`config.mk`:
```
export PLATFORM = sky130hd
export DESIGN_NAME = uart_stream_bridge
export DESIGN_NICKNAME = d
export VERILOG_FILES = /design/src/rtl/uart_bridge_pkg.sv /design/src/rtl/sync_fifo.sv /design/src/rtl/uart_stream_bridge.sv
export SDC_FILE = /design/constraint.sdc
export NUM_CORES = 1
export LEC_CHECK = 0
export BUFFER_PORTS_ARGS = -buffer_cell sky130_fd_sc_hd__buf_2
export CAP_MARGIN = 20
export CELL_PAD_IN_SITES_DETAIL_PLACEMENT = 0
export CELL_PAD_IN_SITES_GLOBAL_PLACEMENT = 1
export CORE_ASPECT_RATIO = 2
export CORE_UTILIZATION = 54
export DETAILED_ROUTE_END_ITERATION = 7
export GPL_TIMING_DRIVEN = 0
export PLACE_DENSITY = 0.81
export RECOVER_POWER = 25
export SLEW_MARGIN = 15
export SYNTH_ARGS = -nofsm -noshare
export SYNTH_HDL_FRONTEND = slang
export SYNTH_HIERARCHICAL = 1
export SYNTH_SLANG_ARGS = --single-unit
```
`constraint.sdc`:
```
create_clock -name clk -period 4.1 [get_ports clk]
set_clock_uncertainty 0.05 [all_clocks]
set_input_delay 1.23 -clock clk [delete_from_list [all_inputs] [get_ports clk]]
set_output_delay 1.23 -clock clk [all_outputs]
set_load 0.01 [all_outputs]
```
`src/rtl/uart_bridge_pkg.sv`:
```
`default_nettype none
// +----------------------------------------------------------------------------+
// | Module      : uart_bridge_pkg                                              |
// | Description : Shared types, default depths and the FIFO count-width        |
// |               helper for the UART stream bridge.                           |
// | Revision    : 1.0 - initial release                                        |
// +----------------------------------------------------------------------------+
package uart_bridge_pkg;

   typedef logic [7:0] byte_t;

   localparam int DEF_DATA_W   = 8;
   localparam int DEF_TX_DEPTH = 16;
   localparam int DEF_RX_DEPTH = 16;

   // A count must represent 0..DEPTH inclusive, hence one bit above the
   // pointer width.
   function automatic int count_width(input int depth);
      return $clog2(depth) + 1;
   endfunction

endpackage
`default_nettype wire

```
`src/rtl/sync_fifo.sv`:
```
`default_nettype none
// +----------------------------------------------------------------------------+
// | Module      : sync_fifo                                                    |
// | Description : Single-clock first-word-fall-through FIFO. DEPTH must be a   |
// |               power of two (>= 2) so pointers wrap naturally.              |
// | Ports       : clk, reset (async, active high)                              |
// |               wdata/we   - push side; push ignored when full               |
// |               rdata/re   - FWFT head and pop strobe; pop ignored if empty  |
// |               full/empty - decoded from the registered count               |
// |               count      - current occupancy                               |
// | Revision    : 1.0 - initial release                                        |
// +----------------------------------------------------------------------------+
module sync_fifo
   import uart_bridge_pkg::*;
#(
   parameter  int DATA_W = DEF_DATA_W,
   parameter  int DEPTH  = DEF_TX_DEPTH,
   localparam int CNT_W  = count_width(DEPTH)
) (
   input  logic              clk,
   input  logic              reset,
   input  logic [DATA_W-1:0] wdata,
   input  logic              we,
   output logic              full,
   output logic [DATA_W-1:0] rdata,
   input  logic              re,
   output logic              empty,
   output logic [CNT_W-1:0]  count
);

   localparam int PTR_W = $clog2(DEPTH);

   logic [DATA_W-1:0] r_mem [DEPTH];
   logic [PTR_W-1:0]  r_wr_ptr;
   logic [PTR_W-1:0]  r_rd_ptr;
   logic [CNT_W-1:0]  r_count;
   logic              w_push;
   logic              w_pop;

   assign full   = (r_count == CNT_W'(DEPTH));
   assign empty  = (r_count == '0);
   assign count  = r_count;
   assign w_push = we && !full;
   assign w_pop  = re && !empty;

   // Head is forced to zero while empty so the output is clean out of reset.
   assign rdata  = empty ? '0 : r_mem[r_rd_ptr];

   always_ff @(posedge clk or posedge reset) begin
      if (reset) begin
         r_wr_ptr <= '0;
         r_rd_ptr <= '0;
         r_count  <= '0;
      end else begin
         if (w_push) r_wr_ptr <= r_wr_ptr + PTR_W'(1);
         if (w_pop)  r_rd_ptr <= r_rd_ptr + PTR_W'(1);
         case ({w_push, w_pop})
            2'b10:   r_count <= r_count + CNT_W'(1);
            2'b01:   r_count <= r_count - CNT_W'(1);
            default: r_count <= r_count;
         endcase
      end
   end

   // Storage needs no reset: nothing is visible unless the count covers it.
   always_ff @(posedge clk) begin
      if (w_push) r_mem[r_wr_ptr] <= wdata;
   end

endmodule
`default_nettype wire

```
`src/rtl/uart_stream_bridge.sv`:
```
`default_nettype none
// +----------------------------------------------------------------------------+
// | Module      : uart_stream_bridge                                           |
// | Description : Byte buffer between the core's serial I/O and an AXI-stream  |
// |               UART. TX FIFO drains onto m_axis, RX FIFO fills from s_axis. |
// | Ports       : tx_wdata/tx_we/tx_full/tx_drop - core push side              |
// |               m_axis_*                       - to UART input stream        |
// |               s_axis_*                       - from UART output stream     |
// |               rx_rdata/rx_re/rx_empty        - core pop side (FWFT)        |
// |               rx_overrun/rx_overrun_clr      - sticky RX loss flag         |
// | Revision    : 1.0 - initial release                                        |
// +----------------------------------------------------------------------------+
module uart_stream_bridge
   import uart_bridge_pkg::*;
#(
   parameter int DATA_W   = DEF_DATA_W,
   parameter int TX_DEPTH = DEF_TX_DEPTH,
   parameter int RX_DEPTH = DEF_RX_DEPTH
) (
   input  logic              clk,
   input  logic              reset,
   input  logic [DATA_W-1:0] tx_wdata,
   input  logic              tx_we,
   output logic              tx_full,
   output logic              tx_drop,
   output logic [DATA_W-1:0] m_axis_tdata,
   output logic              m_axis_tvalid,
   input  logic              m_axis_tready,
   input  logic [DATA_W-1:0] s_axis_tdata,
   input  logic              s_axis_tvalid,
   output logic              s_axis_tready,
   output logic [DATA_W-1:0] rx_rdata,
   input  logic              rx_re,
   output logic              rx_empty,
   output logic              rx_overrun,
   input  logic              rx_overrun_clr
);

   localparam int TX_CNT_W = count_width(TX_DEPTH);
   localparam int RX_CNT_W = count_width(RX_DEPTH);

   logic                w_tx_empty;
   logic                w_rx_full;
   logic                w_rx_push;
   logic                w_rx_lost;
   logic [TX_CNT_W-1:0] w_tx_count_unused;
   logic [RX_CNT_W-1:0] w_rx_count_unused;
   logic                r_tx_drop;
   logic                r_rx_overrun;
   logic                r_s_tready;

   // A byte only transfers on a real handshake; tready is low for the first
   // edge after reset release, so nothing is captured there.
   assign w_rx_push = s_axis_tvalid && r_s_tready;
   // Full is the pre-edge value, so a same-cycle pop never rescues the byte.
   assign w_rx_lost = w_rx_push && w_rx_full;

   assign m_axis_tvalid = !w_tx_empty;
   assign tx_drop       = r_tx_drop;
   assign rx_overrun    = r_rx_overrun;
   assign s_axis_tready = r_s_tready;

   sync_fifo #(
      .DATA_W (DATA_W),
      .DEPTH  (TX_DEPTH)
   ) u_tx_fifo (
      .clk    (clk),
      .reset  (reset),
      .wdata  (tx_wdata),
      .we     (tx_we),
      .full   (tx_full),
      .rdata  (m_axis_tdata),
      .re     (m_axis_tready),
      .empty  (w_tx_empty),
      .count  (w_tx_count_unused)
   );

   sync_fifo #(
      .DATA_W (DATA_W),
      .DEPTH  (RX_DEPTH)
   ) u_rx_fifo (
      .clk    (clk),
      .reset  (reset),
      .wdata  (s_axis_tdata),
      .we     (w_rx_push),
      .full   (w_rx_full),
      .rdata  (rx_rdata),
      .re     (rx_re),
      .empty  (rx_empty),
      .count  (w_rx_count_unused)
   );

   always_ff @(posedge clk or posedge reset) begin
      if (reset) begin
         r_tx_drop    <= 1'b0;
         r_rx_overrun <= 1'b0;
         r_s_tready   <= 1'b0;
      end else begin
         // The UART is never back-pressured; overflow is handled by dropping.
         r_s_tready <= 1'b1;
         r_tx_drop  <= tx_we && tx_full;
         // A new loss wins over a clear arriving in the same cycle.
         if (w_rx_lost)
            r_rx_overrun <= 1'b1;
         else if (rx_overrun_clr)
            r_rx_overrun <= 1'b0;
      end
   end

endmodule
`default_nettype wire

```
-- After elaboration in Yosys (flattened, before gate mapping)
Memory sizes are Yosys's and may differ from the RTL's.
Cells that the tools add are included.
- $add $sub $neg: 8
- equal/unequal tests: 6
- mux-type cells: 10
- reductions and logical operators: 16
- operators with widths (kind ; count):
    one-hot mux 5 bit (2 select lines) ; 2
    adder 4 x 1 -> 4 bit (second input constant) ; 4
    two-way mux 8 bit ; 2
    adder 5 x 1 -> 5 bit (second input constant) ; 2
    equality test 5 bit (second input constant) ; 2
    logical NOT 5 bit ; 2
    subtractor 5 x 1 -> 5 bit (second input constant) ; 2
    logical AND 1 bit ; 7
    two-way mux 1 bit ; 6
    nonzero test 2 bit ; 3
    equality test 2 x 1 -> 1 bit (second input constant) ; 2
    equality test 2 bit (second input constant) ; 2
    logical NOT 1 bit ; 4
- register bits: 29
- bits in writable memories: 256
- bits of input ports: 23
- output and inout bits: 22
- logic and storage cells: 51
- memories kept: 2
- memory list (memory ; words ; bits a word ; read ports ; clocked after memory_dff ; wr ports ; line ; source):
    u_rx_fifo.r_mem ; 16 ; 8 ; 1 ; 0 ; 1 ; sync_fifo.sv:33 ; logic [DATA_W-1:0] r_mem [DEPTH];
    u_tx_fifo.r_mem ; 16 ; 8 ; 1 ; 0 ; 1 ; sync_fifo.sv:33 ;

-- Logic depth before layout (Yosys ltp)
Gate-level depths: netlist of the first run.
- depth in word-level cells: 5
- mapped depth: 13
- depth with buffers taken out: 11

-- By module
Netlist of the first run, hierarchy kept.
- modules (own cells, without submodules) (module ; instances ; cells an instance ; area an instance (µm²) ; seq. area each (µm²)):
    sync_fifo ; 2 ; 310 ; 5906.9 ; 4169.0
    uart_stream_bridge ; 1 ; 10 ; 113.9 ; 75.1

-- Worst setup path after synthesis of the first run
Ideal clock, no wire load.
- kind: input-to-reg
- from: input port s_axis_tvalid
- to: register u_rx_fifo.r_count[4] (netlist: u_rx_fifo/count[4])
- setup time: 0.131 ns
- arrival time: 3.407 ns
- required time: 3.919 ns
- path slack: 0.512 ns
- stages on the path: 11
- path buffers: 1
- cell sequence: and2_4 -> a21boi_2 -> inv_1 -> ha_1 -> clkbuf_1 -> xor2_1 -> ha_1 -> o211ai_1 -> nor4bb_1 -> a2111o_1 -> or3_1
- cells in the longest elaborated chain, start to end: 4
- elaborated cells between the ends (all ways): 6
- classes of those cells: eq/ne: 2; mux: 1; reduce/logical: 3
- ends and longest elaborated chain (what ; line ; source):
    start: declaration ; uart_stream_bridge.sv:30 ; input logic s_axis_tvalid,
    logical AND 1 bit * ; uart_stream_bridge.sv:54 ; assign w_rx_push = s_axis_tvalid && r_s_tready;
    logical AND 1 bit * ; sync_fifo.sv:43 ; assign w_push = we && !full;
    equality test 2 x 1 -> 1 bit or equality test 2 bit (tied branches) ; sync_fifo.sv:57 ; case ({w_push, w_pop})
    one-hot mux 5 bit (2 select lines) or nonzero test 2 bit (tied branches) ; n/a ;
    end signal: assignment ; sync_fifo.sv:58 ; 2'b10: r_count <= r_count + CNT_W'(1);
    end signal: assignment ; sync_fifo.sv:59 ; 2'b01: r_count <= r_count - CNT_W'(1);
    end signal: assignment ; sync_fifo.sv:60 ; default: r_count <= r_count;
    end: declaration ; sync_fifo.sv:36 ; logic [CNT_W-1:0] r_count;
Mark *: on every way between the ends. The rest lies on a longest branch, timed or not.
A chain may end at the register's enable or synchronous reset.

-- Worst setup path in the final report of the first run
- from: register u_rx_fifo.r_rd_ptr[3]
- to: output port rx_rdata[3]
- cells in the longest elaborated chain, start to end: 2
- ends and longest elaborated chain (what ; line ; source):
    start: declaration ; sync_fifo.sv:35 ; logic [PTR_W-1:0] r_rd_ptr;
    start signal: assignment ; sync_fifo.sv:56 ; if (w_pop) r_rd_ptr <= r_rd_ptr + PTR_W'(1);
    memory (16 x 8 bit) ; n/a ;
    two-way mux 8 bit ; sync_fifo.sv:47 ; assign rdata = empty ? '0 : r_mem[r_rd_ptr];
    end: declaration ; uart_stream_bridge.sv:32 ; output logic [DATA_W-1:0] rx_rdata,
Every way passes these cells.

==> impl_metrics.env, run 1 <==
export IMPL_status="completed"
export IMPL_yosysMostFrequentCell="edfxtp_1"
export IMPL_power_frac_comb_pct=34.1
export IMPL_synthXorXnorAreaFrac_pct=1.469
export IMPL_ys_seq_area_share_pct=70.53
export IMPL_synth_compound_area_share_pct=3.053
export IMPL_post_place_cells=951
export IMPL_async_reset_ff_share_pct=10.18
export IMPL_antenna_diode_count=0
export IMPL_hp_class="register to register"
export IMPL_via_per_inst=5.896
export IMPL_setup_tns_ns=0
export IMPL_finalWirelength_mm=24.25
export IMPL_dr_first_iter_drc_count=314
export IMPL_p_int_mw=6.258
export IMPL_synth_top_family_by_area="multiplexers"
export IMPL_numCtsBuffers=24
export IMPL_yosysUniqueCellTypes=48
export IMPL_p_switching_mw=2.804
export IMPL_rsz0062_at_grt="no"
export IMPL_rows=76
export IMPL_clk_pin_slew_ns=0.07
export IMPL_pwr_share_seq_pct=39.9
export IMPL_synth_commonest_cells="256 x edfxtp_1, 36 x mux4_1, 29 x dfrtp_1"
export IMPL_io_buffers=44
export IMPL_p_per_area_nw_per_um2=679.0
export IMPL_tritoncts="yes"
export IMPL_post_cts_resized=0
export IMPL_initial_utilization_pct=55.26
export IMPL_reg2reg_to="u_tx_fifo/count[4]"
export IMPL_critPathKind="register to output pin"
export IMPL_clock_latency_ns=0.52
export IMPL_ir_worst_vdd_uv=516.4
export IMPL_rrSetupSlack_ns=0.53
export IMPL_synthMuxAreaShare_pct=16.45
export IMPL_antenna_found_initial=0
export IMPL_finalHoldViolations=0
export IMPL_yosys_area_share_simple_pct=4.112
export IMPL_p_leak_nw=4.638
export IMPL_core_area_sq_um=21590
export IMPL_grt_pass1_wl_mm=36.27
export IMPL_cts_setup_buffers=0
export IMPL_grt_use_total_pct=22.30
export IMPL_syn_area_per_cell_sq_um=18.93
export IMPL_routabilityCongestion=0.8790
export IMPL_h_tree_depth=1
export IMPL_arrival_ns=2.60
export IMPL_synth_top_area_cell="edfxtp_1"
export IMPL_syn_nets=671
export IMPL_ff2ff_path_depth=12
export IMPL_fmax_mhz=257.4
export IMPL_post_place_ws_ns=0.1294
export IMPL_period_share_pct=94.75
export IMPL_synth_edf_count=256
export IMPL_synthFlopType="edfxtp_1"
export IMPL_root_buffer="clkbuf_16"
export IMPL_fin_ws_ns=0.2153
export IMPL_drive_above_1_share_pct=21.22
export IMPL_netSwitchingFraction_pct=30.94
export IMPL_critPathLaunchType="register"
export IMPL_syn_inst=630
export IMPL_grt_pass1_vias=6250
export IMPL_vias=5861
export IMPL_final_util_pct=61.83
export IMPL_synthTopCellsByArea="edfxtp_1 64%, mux4_1 7.9%, dfrtp_1 6.1%"
export IMPL_synth_adder_area_share_pct=1.888
export IMPL_maxSlewHeadroom_pct=41.10
export IMPL_worstMarginPinSlew_ns=0.8802
export IMPL_crit_end="rx_rdata[3]"
export IMPL_synth_seq_cells=285
export IMPL_synth_yosys_warnings=6
export IMPL_postCtsHoldBufs=0
export IMPL_clock_sinks=285
export IMPL_postRouteAntennaNets=0
export IMPL_hp_start="rx_overrun"
export IMPL_p_total_mw=9.062
export IMPL_grt_overflow_total=0
export IMPL_final_cells=994
export IMPL_cp_startpoint="u_rx_fifo/r_rd_ptr[3]"
export IMPL_synthesis_area_sq_um=11930
export IMPL_drc=0
export IMPL_fp_dieH_microns=212.2
export IMPL_die_area_sq_um=22720
export IMPL_fin_nets=745
export IMPL_clkPwrFrac_pct=26.0
export IMPL_dp_hpwl_mm=17.61
export IMPL_ios=45
export IMPL_setup_viol=0
export IMPL_syn2layout_area_growth_pct=11.90
export IMPL_finalMaxSlewViolations=0
export IMPL_crit_required_ns=2.82
export IMPL_grt_max_degree=19
export IMPL_critPathMaxFanout=10
export IMPL_wl_per_cell_microns=24.39
export IMPL_fp_dieW_microns=107.1
export IMPL_netlist_area_leader_share_pct=64.45
export IMPL_dr_pass1_iters=5
export IMPL_maxCapViolations=0
export IMPL_crit_path_end_kind="output pin"
export IMPL_period_needed_ns=3.885
export IMPL_clockBufferDepth=3
export IMPL_r2r_start="u_tx_fifo/count[1]"
==> layout make-up <==
class                           instances  area, sq um
Timing Repair Buffer                   48        226.5
Clock inverter                         15        193.9
Sequential cell                       285         8413
Inverter                               17        63.81
Tap cell                              273        341.6
Clock buffer                           28        636.9
Fill cell                            1507         8239
Multi-Input combinational cell        288         3241
Buffer                                 40        230.2
==> worst max-delay path, stage by stage, from the launching register on <==
cell and delay (ns):
dfrtp_1 0.33, clkbuf_1 0.27, buf_2 0.34, mux4_2 0.41
mux2_2 0.30, o21ai_0 0.20, a21oi_1 0.06, buf_2 0.16
==> through the flow <==
step                hold slack (ns)  instance area (sq um)
detailed placement           0.4462                  12520
floorplan                    0.4538                  11930
global route                 0.4967                  13350
finish                       0.4593                  13350
CTS                          0.4621                  13350
global placement             0.4454                  12490
==> power groups by stage <==
stage | Combinational, mW | Sequential, mW | Clock [mW]
after floorplan | 2.19 | 3.64 | 0
after global placement | 2.99 | 3.65 | 0
after detailed placement | 3.10 | 3.67 | 0
after CTS | 3.12 | 3.61 | 2.42
after global routing | 3.32 | 3.64 | 2.50
final | 3.09 | 3.61 | 2.36
==> sequential cells by signal (all words and copies together) (netlist names) <==
signal              flops
u_tx_fifo/r_rd_ptr      4
rx_overrun              1
u_rx_fifo/r_wr_ptr      4
tx_drop                 1
u_rx_fifo/count         5
u_rx_fifo/r_mem       128
u_tx_fifo/r_mem       128
u_rx_fifo/r_rd_ptr      4
s_axis_tready           1
u_tx_fifo/r_wr_ptr      4
u_tx_fifo/count         5
==> kinds of logic after synthesis <==
family / count (synthesis)
AO/OA/AOI/OAI: 59
XOR/XNOR: 20
adder cells (fa/ha/maj): 18
buffers and inverters: 57
flip-flops: 285
multiplexers: 100
other: 1
AND/OR/NAND/NOR: 90
==> cells in the final DEF, fill, tap and decap left out, types with 3 or more instances in the layout <==
cell and count:
a21oi_1 20, and2_1 3, buf_1 8, buf_2 45, buf_6 4, bufinv_16 4
clkbuf_1 30, clkbuf_16 25, clkinv_1 3, clkinv_2 4, dfrtp_1 29, edfxtp_1 256
ha_1 18, inv_1 17, mux2_2 20, mux2i_1 16, mux4_1 36, mux4_2 28
nand2_1 16, nand2b_1 6, nand3_1 4, nor2_1 28, nor3_1 4, nor3_2 4
o21ai_0 17, o21ai_1 5, xnor2_1 14, xor2_1 6
==> routing by layer <==
layer | routed length, microns | up-vias | track usage, %
li1 | - | 2679 | -
met1 | 7761 | 2999 | 21.11
met2 | 14850 | 140 | 46.50
met3 | 748 | 43 | 2.177
met4 | 889 | 0 | 9.069
met5 | 0 | - | 0
==> how the worst min path moves through the flow <==
stage                               to  cells past startpoint
floorplan           u_rx_fifo/count[0]                      1
CTS                         rx_overrun                      1
global route                rx_overrun                      1
detailed placement          rx_overrun                      1
finish                      rx_overrun                      1
global placement            rx_overrun                      1
No activity file was read; power rests on OpenSTA's default activity.
==> run 2: changes to the inputs <==
CORE_UTILIZATION = 58   (was 54)
PLACE_DENSITY = 0.86   (was 0.81)
clock period = 4.8 ns   (was 4.1 ns; I/O delays follow)
==> run 2 against run 1 <==
- final area decreased by 0.74%
- critical path depth unchanged
- hold slack improved by 0.0057 ns
- critical endpoint is now m_axis_tdata[2]
- highest routed layer unchanged
==> impl_metrics.env, run 2 (synthesized netlist as in run 1, its figures left out) <==
export IMPL_status="completed"
export IMPL_post_cts_resized=0
export IMPL_setup_tns_ns=0
export IMPL_arrival_ns=2.61
export IMPL_final_cell_mix="256 x edfxtp_1, 46 x buf_2, 36 x mux4_1"
export IMPL_h_tree_depth=1
export IMPL_final_cells=980
export IMPL_period_share_pct=85.39
export IMPL_routabilityCongestion=0.8226
export IMPL_period_needed_ns=4.099
export IMPL_p_switching_mw=2.383
export IMPL_fin_nets=744
export IMPL_drive_above_1_share_pct=20.75
export IMPL_dr_pass1_iters=4
export IMPL_layout_commonest_cell="edfxtp_1"
export IMPL_rows=73
export IMPL_hp_class="register to register"
export IMPL_finalHoldViolations=0
export IMPL_antenna_found_initial=0
export IMPL_clk_pin_slew_ns=0.07
export IMPL_maxCapViolations=0
export IMPL_reg_top3="u_rx_fifo/r_mem: 128 flops, u_tx_fifo/r_mem: 128 flops"
export IMPL_post_place_ws_ns=0.4745
export IMPL_dp_hpwl_mm=17.49
export IMPL_root_buffer="clkbuf_16"
export IMPL_critPathMaxFanout=10
export IMPL_drc=0
export IMPL_holdWs_ns=0.4651
export IMPL_maxSlewHeadroom_pct=41.83
export IMPL_fmax_mhz=244.0
export IMPL_fp_dieH_microns=204.8
export IMPL_final_util_pct=66.23
export IMPL_crit_path_end_kind="output pin"
export IMPL_finalWirelength_mm=24.31
export IMPL_path_common_cell="buf_2"
export IMPL_critPathKind="register to output pin"
export IMPL_fin_ws_ns=0.7013
export IMPL_pwr_share_seq_pct=40.6
export IMPL_io_buffers=44
export IMPL_final_area_sq_um=13250
export IMPL_fp_dieW_microns=103.4
export IMPL_ios=45
export IMPL_die_area_sq_um=21180
export IMPL_cpPeakStageDelay_ns=0.41
export IMPL_slowest_stage="mux4_2"
export IMPL_ff2ff_path_depth=12
export IMPL_p_total_mw=7.608
export IMPL_netSwitchingFraction_pct=31.33
export IMPL_p_leak_nw=4.576
export IMPL_cts_setup_buffers=0
export IMPL_grt_pass1_wl_mm=36.14
export IMPL_critPathLaunchType="register"
export IMPL_ir_worst_vdd_uv=553.6
export IMPL_clock_latency_ns=0.51
export IMPL_path_cells="clkbuf_1, buf_2, mux4_2, mux2_2, o21ai_0, a21oi_1, buf_2"
export IMPL_numCtsBuffers=23
export IMPL_p_per_area_nw_per_um2=574.3
export IMPL_wl_per_cell_microns=24.81
export IMPL_syn2layout_area_growth_pct=11.07
export IMPL_core_area_sq_um=20000
export IMPL_postRouteAntennaNets=0
export IMPL_post_place_cells=939
export IMPL_dr_first_iter_drc_count=233
export IMPL_antenna_diode_count=0
export IMPL_fillerInstances=1285
export IMPL_tritoncts="yes"
export IMPL_clkPwrFrac_pct=24.7
export IMPL_setup_viol=0
export IMPL_grt_overflow_total=0
export IMPL_worstMarginPinSlew_ns=0.8679
export IMPL_finalMaxSlewViolations=0
export IMPL_crit_required_ns=3.31
export IMPL_clock_sinks=285
export IMPL_clockBufferDepth=3
export IMPL_postCtsHoldBufs=0
export IMPL_min_path_cells=1
export IMPL_rsz0062_at_grt="no"
export IMPL_grt_max_degree=18
export IMPL_grt_pass1_vias=6431
export IMPL_p_int_mw=5.225
export IMPL_power_frac_comb_pct=34.7
export IMPL_vias=5917
export IMPL_via_per_inst=6.038
export IMPL_dpl_cell_area_sq_um=12510
export IMPL_grt_use_total_pct=24.30
export IMPL_initial_utilization_pct=59.63
## run 2: final timing paths
check / from / endpoint / slack (ns)
worst max-delay path: u_tx_fifo/r_rd_ptr[3] / m_axis_tdata[2] / 0.70
worst min-delay path: rx_overrun / rx_overrun / 0.47
worst max register to register: u_tx_fifo/count[1] / u_tx_fifo/count[4] / 1.15
worst min register to register: rx_overrun / rx_overrun / 0.47
max in group asynchronous: reset / u_rx_fifo/r_wr_ptr[0] / 3.37
min in group asynchronous: reset / rx_overrun / 0.74
## run 2: area by class of cell
type | instances | area, sq um | share of cell area [%]
clock buffers | 27 | 600.6 | 4.533
multi-input cells | 288 | 3234 | 24.41
flip-flops and latches | 285 | 8413 | 63.51
plain buffers | 40 | 230.2 | 1.738
clock inverters | 13 | 150.1 | 1.133
inverters | 17 | 63.81 | 0.4817
repair buffers | 48 | 227.7 | 1.719
well taps | 262 | 327.8 | 2.474
## run 2: routing by layer
metal	track usage, %	part of all wire, %	vias to the layer above
met5	0	0	-
met2	47.92	59	145
met1	22.77	31	3042
met3	2.218	2.7	60
li1	-	-	2670
met4	14.49	6.7	0
## run 2: critical path: cells and delay by family, from the launching register on
| family | cells | cell delay (ns) |
|---|---|---|
| AO/OA/AOI/OAI | 2 | 0.26 |
| buffers and inverters | 3 | 0.81 |
| flip-flops | 1 | 0.32 |
| multiplexers | 2 | 0.71 |
## run 2: power groups by stage
stage	Clock [mW]	Sequential, mW	Combinational [mW]
final	1.88	3.09	2.64
after global routing	2.00	3.11	2.85
after CTS	1.91	3.09	2.66
after detailed placement	0	3.14	2.64
after global placement	0	3.12	2.55
after floorplan	0	3.11	1.87
==> run 3: changes to the inputs <==
CORE_UTILIZATION = 50   (was 58)
PLACE_DENSITY = not set   (was 0.86)
PLACE_DENSITY_LB_ADDON = 0.2   (was not set)
==> run 3 against run 2 <==
- the flow now finishes with violations (DRC)
- via count shrank 1.5%
- first-iteration DRC count is 21% higher
- power is 0.24% lower
- clock power hardly changed
- critical path depth did not move
- flip-flop and latch count is the same
- die area rose by 16%
- register-to-register slack is essentially flat
- critical path type unchanged
- critical endpoint is now rx_rdata[3]
==> impl_metrics.env, run 3 (synthesized netlist as in run 1, its figures left out) <==
export IMPL_postRouteAntennaNets=0
export IMPL_clock_sinks=285
export IMPL_setup_viol=0
export IMPL_drc=6
export IMPL_rows=79
export IMPL_fp_dieH_microns=220.4
export IMPL_via_per_inst=5.817
export IMPL_reg_top3="u_rx_fifo/r_mem: 128 flops, u_tx_fifo/r_mem: 128 flops"
export IMPL_p_total_mw=7.590
export IMPL_ios=45
export IMPL_critPathMaxFanout=10
export IMPL_dp_hpwl_mm=17.53
export IMPL_drive_above_1_share_pct=20.58
export IMPL_root_buffer="clkbuf_16"
export IMPL_hp_start="rx_overrun"
export IMPL_tritoncts="yes"
export IMPL_grt_pass1_wl_mm=36.43
export IMPL_post_cts_resized=0
export IMPL_antenna_found_initial=0
export IMPL_core_area_sq_um=23330
export IMPL_antenna_diode_count=0
export IMPL_routabilityCongestion=0.7785
export IMPL_finalWirelength_mm=24.15
export IMPL_clockBufferDepth=3
export IMPL_cts_setup_buffers=0
export IMPL_min_to="rx_overrun"
export IMPL_wl_met3_microns=738
export IMPL_clk_pin_slew_ns=0.07
export IMPL_fp_dieW_microns=111.2
export IMPL_fmax_mhz=242.5
export IMPL_post_place_ws_ns=0.5481
export IMPL_ff2ff_path_depth=12
export IMPL_status="finished, violations left"
export IMPL_p_leak_nw=4.585
export IMPL_setup_tns_ns=0
export IMPL_maxSlewHeadroom_pct=38.62
export IMPL_maxCapViolations=0
export IMPL_ir_worst_vdd_uv=470.2
export IMPL_min_path_cells=1
export IMPL_violations="DRC"
export IMPL_initial_utilization_pct=51.13
export IMPL_rsz0062_at_grt="no"
export IMPL_dr_pass1_iters=6
export IMPL_fin_nets=744
export IMPL_dpl_cell_area_sq_um=12540
export IMPL_reg2reg_to="u_tx_fifo/count[4]"
export IMPL_critPathLaunchType="register"
export IMPL_postCtsHoldBufs=0
export IMPL_r2r_start="u_tx_fifo/count[1]"
export IMPL_grt_pass1_vias=6305
export IMPL_clock_latency_ns=0.53
export IMPL_wl_per_cell_microns=24.10
export IMPL_final_area_sq_um=13280
export IMPL_met2_length_mm=14.41
export IMPL_layout_commonest_cell="edfxtp_1"
export IMPL_vias=5829
export IMPL_fin_ws_ns=0.6756
export IMPL_h_tree_depth=1
export IMPL_top_layer_used="met4"
export IMPL_critPathKind="register to output pin"
export IMPL_grt_max_degree=17
export IMPL_grt_use_total_pct=20.58
export IMPL_numCtsBuffers=24
export IMPL_finalHoldViolations=0
export IMPL_final_cell_mix="256 x edfxtp_1, 44 x buf_2, 36 x mux4_1"
export IMPL_syn2layout_area_growth_pct=11.30
export IMPL_period_needed_ns=4.124
export IMPL_die_area_sq_um=24510
export IMPL_p_per_area_nw_per_um2=571.7
export IMPL_met1Wirelength_mm=7.664
export IMPL_io_buffers=44
export IMPL_crit_required_ns=3.31
export IMPL_period_share_pct=85.93
export IMPL_hp_class="register to register"
export IMPL_rrSetupSlack_ns=1.15
export IMPL_worstMarginPinSlew_ns=0.9173
export IMPL_dr_first_iter_drc_count=282
export IMPL_finalMaxSlewViolations=0
export IMPL_grt_overflow_total=0
export IMPL_crit_path_end_kind="output pin"
export IMPL_arrival_ns=2.63
export IMPL_fillerInstances=1809
run 3: changes by cell type in the layout (fill, tap and decap cells not counted), sizes merged:
cell      delta
buf          -2
bufinv       -1
clkbuf       +2
clkinv       +5
clkinvlp     -4
inv          +1
run 3: routing by layer:
layer | up-vias | GRT usage [%]
met5 | - | 0
met4 | 0 | 12.21
met3 | 46 | 2.301
met2 | 127 | 42.85
met1 | 2988 | 18.37
li1 | 2668 | -
run 3: critical path, cell delays in order (launching register included):
cell      delay (ns)
dfrtp_1         0.33
clkbuf_1        0.29
buf_2           0.32
mux4_2          0.43
mux2_2          0.31
o21ai_0         0.20
a21oi_1         0.06
buf_2           0.16
run 3: worst max-delay path by stage:
stage / start / endpoint / cells past startpoint
after CTS: u_rx_fifo/r_rd_ptr[3] / rx_rdata[3] / 7
after global routing: u_tx_fifo/r_rd_ptr[3] / m_axis_tdata[1] / 7
after global placement: s_axis_tvalid / u_rx_fifo/count[4] / 12
final: u_rx_fifo/r_rd_ptr[3] / rx_rdata[3] / 7
after detailed placement: s_axis_tvalid / u_rx_fifo/count[4] / 12
after floorplan: s_axis_tvalid / u_rx_fifo/count[4] / 11
run 3: layout make-up:
class | instances | area (sq um) | share of cell area [%]
sequential | 285 | 8413 | 63.37
multi-input combinational | 288 | 3239 | 24.40
clock buffer | 28 | 615.6 | 4.637
tap | 283 | 354.1 | 2.667
buffer | 40 | 230.2 | 1.734
timing repair buffer | 47 | 221.5 | 1.668
clock inverter | 14 | 137.6 | 1.037
inverter | 17 | 63.81 | 0.4807
run 3: per-stage QoR:
| step | cells | hold WS [ns] | util [%] |
|---|---|---|---|
| floorplan | 630 | 0.4538 | - |
| global placement | 957 | 0.4333 | 53.59 |
| detailed placement | 960 | 0.4455 | 53.77 |
| CTS | 1002 | 0.4652 | 56.99 |
| global route | 1002 | 0.5135 | 56.91 |
| finish | 1002 | 0.4633 | 56.91 |
run 3: where the power goes:
group / switching, mW / internal, mW
sequential: 0.0911 / 2.99
clock: 0.847 / 1.03
combinational: 1.45 / 1.18
total: 2.39 / 5.20
